`src/rtl/result_fifo.sv`:
```
// Valid/ready FIFO that buffers results from the upstream AND stage.
// It reports occupancy and keeps a sticky flag for words offered while the buffer is full.
module result_fifo #(
  parameter int N     = 4,
  parameter int DEPTH = 4
) (
  input  logic                         clk,
  input  logic                         rst,
  input  logic                         IN_valid,
  input  logic [N-1:0]                 IN_data,
  input  logic                         IN_ready,
  input  logic                         IN_clrDrop,
  output logic                         OUT_ready,
  output logic                         OUT_valid,
  output logic [N-1:0]                 OUT_data,
  output logic [$clog2(DEPTH+1)-1:0]   OUT_count,
  output logic                         OUT_drop
);

  localparam int AW = $clog2(DEPTH);
  localparam int CW = $clog2(DEPTH+1);

  logic [N-1:0]  mem_q [DEPTH];
  logic [AW-1:0] wr_ptr_q, wr_ptr_d;
  logic [AW-1:0] rd_ptr_q, rd_ptr_d;
  logic [CW-1:0] count_q, count_d;
  logic          drop_q, drop_d;
  logic          push, pop;

  assign OUT_ready = (count_q != CW'(DEPTH));
  assign OUT_valid = (count_q != '0);
  assign OUT_data  = OUT_valid ? mem_q[rd_ptr_q] : '0;
  assign OUT_count = count_q;
  assign OUT_drop  = drop_q;

  // A full buffer refuses the push even when a pop frees a slot in the same cycle.
  assign push = IN_valid & OUT_ready;
  assign pop  = OUT_valid & IN_ready;

  always_comb begin
    wr_ptr_d = wr_ptr_q;
    rd_ptr_d = rd_ptr_q;
    count_d  = count_q;
    drop_d   = drop_q;
    if (push) wr_ptr_d = wr_ptr_q + AW'(1);
    if (pop)  rd_ptr_d = rd_ptr_q + AW'(1);
    case ({push, pop})
      2'b10:   count_d = count_q + CW'(1);
      2'b01:   count_d = count_q - CW'(1);
      default: count_d = count_q;
    endcase
    // A new drop takes priority over a clear request.
    if (IN_valid && !OUT_ready) drop_d = 1'b1;
    else if (IN_clrDrop)        drop_d = 1'b0;
  end

  always_ff @(posedge clk or negedge rst) begin
    if (!rst) begin
      wr_ptr_q <= '0;
      rd_ptr_q <= '0;
      count_q  <= '0;
      drop_q   <= 1'b0;
    end else begin
      wr_ptr_q <= wr_ptr_d;
      rd_ptr_q <= rd_ptr_d;
      count_q  <= count_d;
      drop_q   <= drop_d;
    end
  end

  // Storage has no reset, so the array can map onto distributed RAM.
  always_ff @(posedge clk) begin
    if (push) mem_q[wr_ptr_q] <= IN_data;
  end

endmodule

```
`config.mk`:
```
export PLATFORM = sky130hd
export DESIGN_NAME = result_fifo
export DESIGN_NICKNAME = d
export VERILOG_FILES = /design/src/rtl/result_fifo.sv
export SDC_FILE = /design/constraint.sdc
export NUM_CORES = 1
export LEC_CHECK = 0
export CAP_MARGIN = 5
export CELL_PAD_IN_SITES_DETAIL_PLACEMENT = 1
export CELL_PAD_IN_SITES_GLOBAL_PLACEMENT = 1
export CORE_MARGIN = 2
export CORE_UTILIZATION = 45
export DETAILED_ROUTE_END_ITERATION = 8
export PLACE_DENSITY = 0.84
export SYNTH_ARGS = -nofsm -noshare
export SYNTH_HDL_FRONTEND = slang
export SYNTH_SLANG_ARGS = --single-unit
```
`constraint.sdc`:
```
create_clock -name clk -period 5.17 [get_ports clk]
set_clock_uncertainty 0.15 [all_clocks]
set_input_delay 1.034 -clock clk [delete_from_list [all_inputs] [get_ports clk]]
set_output_delay 1.034 -clock clk [all_outputs]
set_load 0.005 [all_outputs]
```
== Word level (Yosys, flattened, before mapping) ==
Memories as Yosys holds them, arrays and structs flattened.
Index checks and enable logic that the tools add are counted.
W data, S select, Z words.

* Flip-flop bits (word level): 8
* Word-level logic and storage cells: 25
* RAM bits: 16
* Bits of input ports: 9
* Output and inout bits: 10
* Memories: 1

{| class="wikitable"
|+ Memory list
! name !! words !! width !! read ports !! clocked after Yosys merged registers in !! wr ports !! line !! source
|-
| mem_q || 4 || 4 || 1 || 0 || 1 || 23 || <nowiki>logic [N-1:0] mem_q [DEPTH];</nowiki>
|}

* Bitwise operators: 2
* Equality and inequality tests: 3
* Reductions and logical operators: 5
* Mux-type cells: 6
* Add/sub/neg operators: 4

{| class="wikitable"
|+ Operators with widths
! operator !! number
|-
| $pmux W3 S2 || 1
|-
| $add A2 B1 Y2 const B || 2
|-
| $mux W1 || 4
|-
| $mux W4 || 1
|-
| $reduce_bool A2 Y1 || 2
|-
| $add A3 B1 Y3 const B || 1
|-
| $ne A3 B3 Y1 const B || 1
|-
| $reduce_bool A3 Y1 || 1
|-
| $sub A3 B1 Y3 const B || 1
|-
| $and A1 B1 Y1 || 2
|-
| $eq A2 B1 Y1 const B || 1
|-
| $eq A2 B2 Y1 const B || 1
|-
| $logic_and A1 B1 Y1 || 1
|-
| $logic_not A1 Y1 || 1
|}

== Depth between registers and ports, before layout ==
* Depth in word-level cells: 4
* Mapped depth: 9
* Depth with buffers taken out: 9

== Worst setup path after synthesis ==
No wires, ideal clock.

* Kind: input to register
* Start point: input IN_valid
* End point: register count_q[2], in the netlist OUT_count[2]
* Slack: 2.703 ns
* Library setup time: 0.079 ns
* Cell stages on the path: 8
* Data arrival time: 2.237 ns
* Required time: 4.941 ns
* Cell sequence: nor2b_2 -> inv_1 -> ha_1 -> inv_1 -> fa_1 -> xor2_1 -> nor2_1 -> xor2_1

* Cells in the longest elaborated chain, start to end: 3

{| class="wikitable"
|+ Ends and longest elaborated chain
! item !! line !! source
|-
| start, declared || 9 || <nowiki>input logic IN_valid,</nowiki>
|-
| $and A1 B1 Y1 (*) || 37 || <nowiki>assign push = IN_valid & OUT_ready;</nowiki>
|-
| $eq A2 B1 Y1 or $eq A2 B2 Y1 (tied branches) || 47 || <nowiki>case ({push, pop})</nowiki>
|-
| $pmux W3 S2 or $reduce_bool A2 Y1 (tied branches) || -- ||
|-
| end signal, assigned || 66 || <nowiki>count_q <= count_d;</nowiki>
|-
| end, declared || 26 || <nowiki>logic [CW-1:0] count_q, count_d;</nowiki>
|}

Mark *: on every way between the ends. The rest lies on a longest branch, timed or not.
A chain may end at the register's enable or synchronous reset.

== Final worst setup path ==
* Start point: register rd_ptr_q[0]
* End point: output OUT_data[0]

* Cells in the longest elaborated chain, start to end: 2

{| class="wikitable"
|+ Ends and longest elaborated chain
! item !! line !! source
|-
| start, declared || 25 || <nowiki>logic [AW-1:0] rd_ptr_q, rd_ptr_d;</nowiki>
|-
| start signal, assigned || 65 || <nowiki>rd_ptr_q <= rd_ptr_d;</nowiki>
|-
| $mem_v2 Z4 W4 || -- ||
|-
| $mux W4 || 32 || <nowiki>assign OUT_data = OUT_valid ? mem_q[rd_ptr_q] : '0;</nowiki>
|-
| end, declared || 15 || <nowiki>output logic [N-1:0] OUT_data,</nowiki>
|}

No other way between the ends.

==> impl_metrics.env <==
export IMPL_worst_r2r_path_depth=9
export IMPL_path_clk_slew_ns=0.12
export IMPL_layout_cells_non_filler=116
export IMPL_cp_arrival_ns=2.10
export IMPL_period_minus_slack_ns=3.29
export IMPL_synth_warnings=0
export IMPL_drtIter0Drc=6
export IMPL_std_cell_rows=17
export IMPL_pin_count=19
export IMPL_die_area_sq_mm=0.00283
export IMPL_drive_above_1_share=0.148
export IMPL_hold_viol=0
export IMPL_synth_area_per_cell_sq_um=16.0
export IMPL_worst_pin_slew_ns=0.404
export IMPL_post_drt_wl_per_cell_um=16.3
export IMPL_antenna_cells=0
export IMPL_startpoint_type="flip-flop"
export IMPL_min_period_over_period=0.636
export IMPL_viasPerCell=5.02
export IMPL_netlist_instances=68
export IMPL_synth_top_area_frac=0.441
export IMPL_path_cells="mux4_1, and2_2, clkdlybuf4s50_1"
export IMPL_whs_path_depth=1
export IMPL_remaining_drc_errors=0
export IMPL_synth_top_cell_by_area="edfxtp_1"
export IMPL_antenna_found_initial=0
export IMPL_grt_pass1_vias=642
export IMPL_clock_sinks=24
export IMPL_rsz0062_at_grt="no"
export IMPL_grt_pass1_wl_um=2980
export IMPL_yosysSeqAreaShare=0.625
export IMPL_multi_input_area_sq_um=357
export IMPL_cts_tree="built"
export IMPL_routabilityCongestion=0.739
export IMPL_required_ns=3.99
export IMPL_die_width_um=53.2
export IMPL_clkLatencyLatePin_ns=0.31
export IMPL_finalSetupTns_ns=0
export IMPL_syn_num_nets=83
export IMPL_hold_path_end="OUT_count[2]"
export IMPL_core_area_sq_mm=0.00225
export IMPL_power_density_mw_per_mm2=570
export IMPL_cts_resized=0
export IMPL_dp_cells=112
export IMPL_grt_total_usage=0.155
export IMPL_synth_ff_type="edfxtp_1"
export IMPL_cts_htree_levels=1
export IMPL_max_clock_path_buffers=2
export IMPL_ys_top_cells_by_area="edfxtp_1 (44%), dfrtp_1 (18%), mux4_2 (6.2%)"
export IMPL_dr_pass1_iters=4
export IMPL_area_delta_synth_final_pct=22.5
export IMPL_drv_slew=0
export IMPL_r2r_end="OUT_count[2]"
export IMPL_cts_buffers=3
export IMPL_ys_seq_elements=24
export IMPL_post_place_ws_ns=2.14
export IMPL_status="complete, no violations"
export IMPL_cpMaxStageDelayCell="mux4_1"
export IMPL_synth_edff_count=16
export IMPL_holdWs_ns=0.387
export IMPL_cp_end_kind="output port"
export IMPL_die_y_um=53.2
export IMPL_max_clock_freq_mhz=304
export IMPL_synth_cell_types=22
export IMPL_hp_start="OUT_count[2]"
export IMPL_start_util=0.483
export IMPL_fin_util=0.592
export IMPL_path_class="flip-flop to output port"
export IMPL_final_nets=104
export IMPL_hold_class="flip-flop to flip-flop"
export IMPL_ant_nets=0
export IMPL_r2r_slack_ns=2.77
export IMPL_maxSlewHeadroom=0.730
export IMPL_final_critical_path_setup_slack_ns=1.88
export IMPL_grt_overflow=0
export IMPL_routed_wl_um=1890
export IMPL_seq_area_sq_um=681
export IMPL_cts_setup_buffers=0
export IMPL_r2r_start="OUT_count[0]"
export IMPL_dp_hpwl_um=1450
export IMPL_cp_slowest_stage_delay_ns=0.58
export IMPL_via_count=582
export IMPL_ir_worst_vdd_mv=0.269
export IMPL_p_leak_nw=0.522
export IMPL_syn_cell_area_sq_mm=0.00109
export IMPL_final_setup_viol_count=0
export IMPL_max_cap_violations=0
export IMPL_nFillCells=217
export IMPL_cp_top_family="multiplexers"
export IMPL_cts_root_buf="clkbuf_4"
export IMPL_cp_max_fo=6
export IMPL_io_buffers=18
export IMPL_critical_path_buf_inv_count=1
export IMPL_grt_max_degree=15
export IMPL_async_reset_ff_frac=0.333
export IMPL_hold_buffers=0
[sequential cells by signal, summed over array words and instances (netlist names)]
name / cells
wr_ptr_q: 2
OUT_count: 3
rd_ptr_q: 2
mem_q: 16
OUT_drop: 1
[metrics by stage]
stage                     power, mW  instance area, sq um
after floorplan               0.501                  1090
after global placement        0.614                  1280
after detailed placement      0.636                  1280
after CTS                     0.774                  1340
after global routing          0.807                  1340
final                         0.761                  1340
[synthesized netlist by cell type (2+ instances only)]
master and count:
ha_1 5, edfxtp_1 16, xor2_1 3, xnor2_1 3
inv_1 8, buf_6 2, and2_1 5, dfrtp_1 8
and2_2 3, mux4_2 3
[placed cells by master, fill, tap and decap left out, types with 3 or more instances in the layout]
cell type        instances
clkdlybuf4s50_1         18
edfxtp_1                16
dfrtp_1                  8
inv_1                    8
and2_1                   5
ha_1                     5
mux4_2                   3
and2_2                   3
xnor2_1                  3
xor2_1                   3
clkbuf_4                 3
[final cells by class]
| class | instances | share of cell area |
|---|---|---|
| Sequential cell | 24 | 0.510 |
| Clock buffer | 3 | 0.0169 |
| Multi-Input combinational cell | 34 | 0.267 |
| Tap cell | 28 | 0.0262 |
| Timing Repair Buffer | 18 | 0.135 |
| Inverter | 8 | 0.0225 |
| Clock inverter | 1 | 0.0225 |
[layer usage]
metal	vias up	routed length [um]	GRT usage
met5	-	0	0
met4	0	36	0.0769
met3	4	49	0.0169
met2	12	981	0.272
met1	291	820	0.188
li1	275	-	-
[worst max path at each step]
stage               cells past startpoint           end   startpoint
global route                            3   OUT_data[0]  rd_ptr_q[0]
floorplan                               8  OUT_count[2]     IN_valid
finish                                  3   OUT_data[0]  rd_ptr_q[0]
detailed placement                      9  OUT_count[2]     IN_valid
global placement                        9  OUT_count[2]     IN_valid
CTS                                     3   OUT_data[0]  rd_ptr_q[0]
[power breakdown]
| part | total [mW] | internal (mW) | switching (mW) |
|---|---|---|---|
| Sequential | 0.317 | 0.266 | 0.0508 |
| Combinational | 0.309 | 0.191 | 0.118 |
| Clock | 0.135 | 0.0784 | 0.0568 |
| Total | 0.761 | 0.535 | 0.225 |
[logic make-up (layout without fill, tap and decap cells)]
| family | Yosys count | after routing | synth area share |
|---|---|---|---|
| AOI/OAI and AO/OA | 1 | 1 | 0.00459 |
| DFF | 24 | 24 | 0.625 |
| xor gates and xnor gates | 6 | 6 | 0.0482 |
| and+or+nand+nor | 15 | 15 | 0.0895 |
| adders and majority gates | 6 | 6 | 0.0758 |
| muxes | 6 | 6 | 0.109 |
| buffers and inverters | 10 | 30 | 0.0482 |
Power figures use the tool's default switching activity.
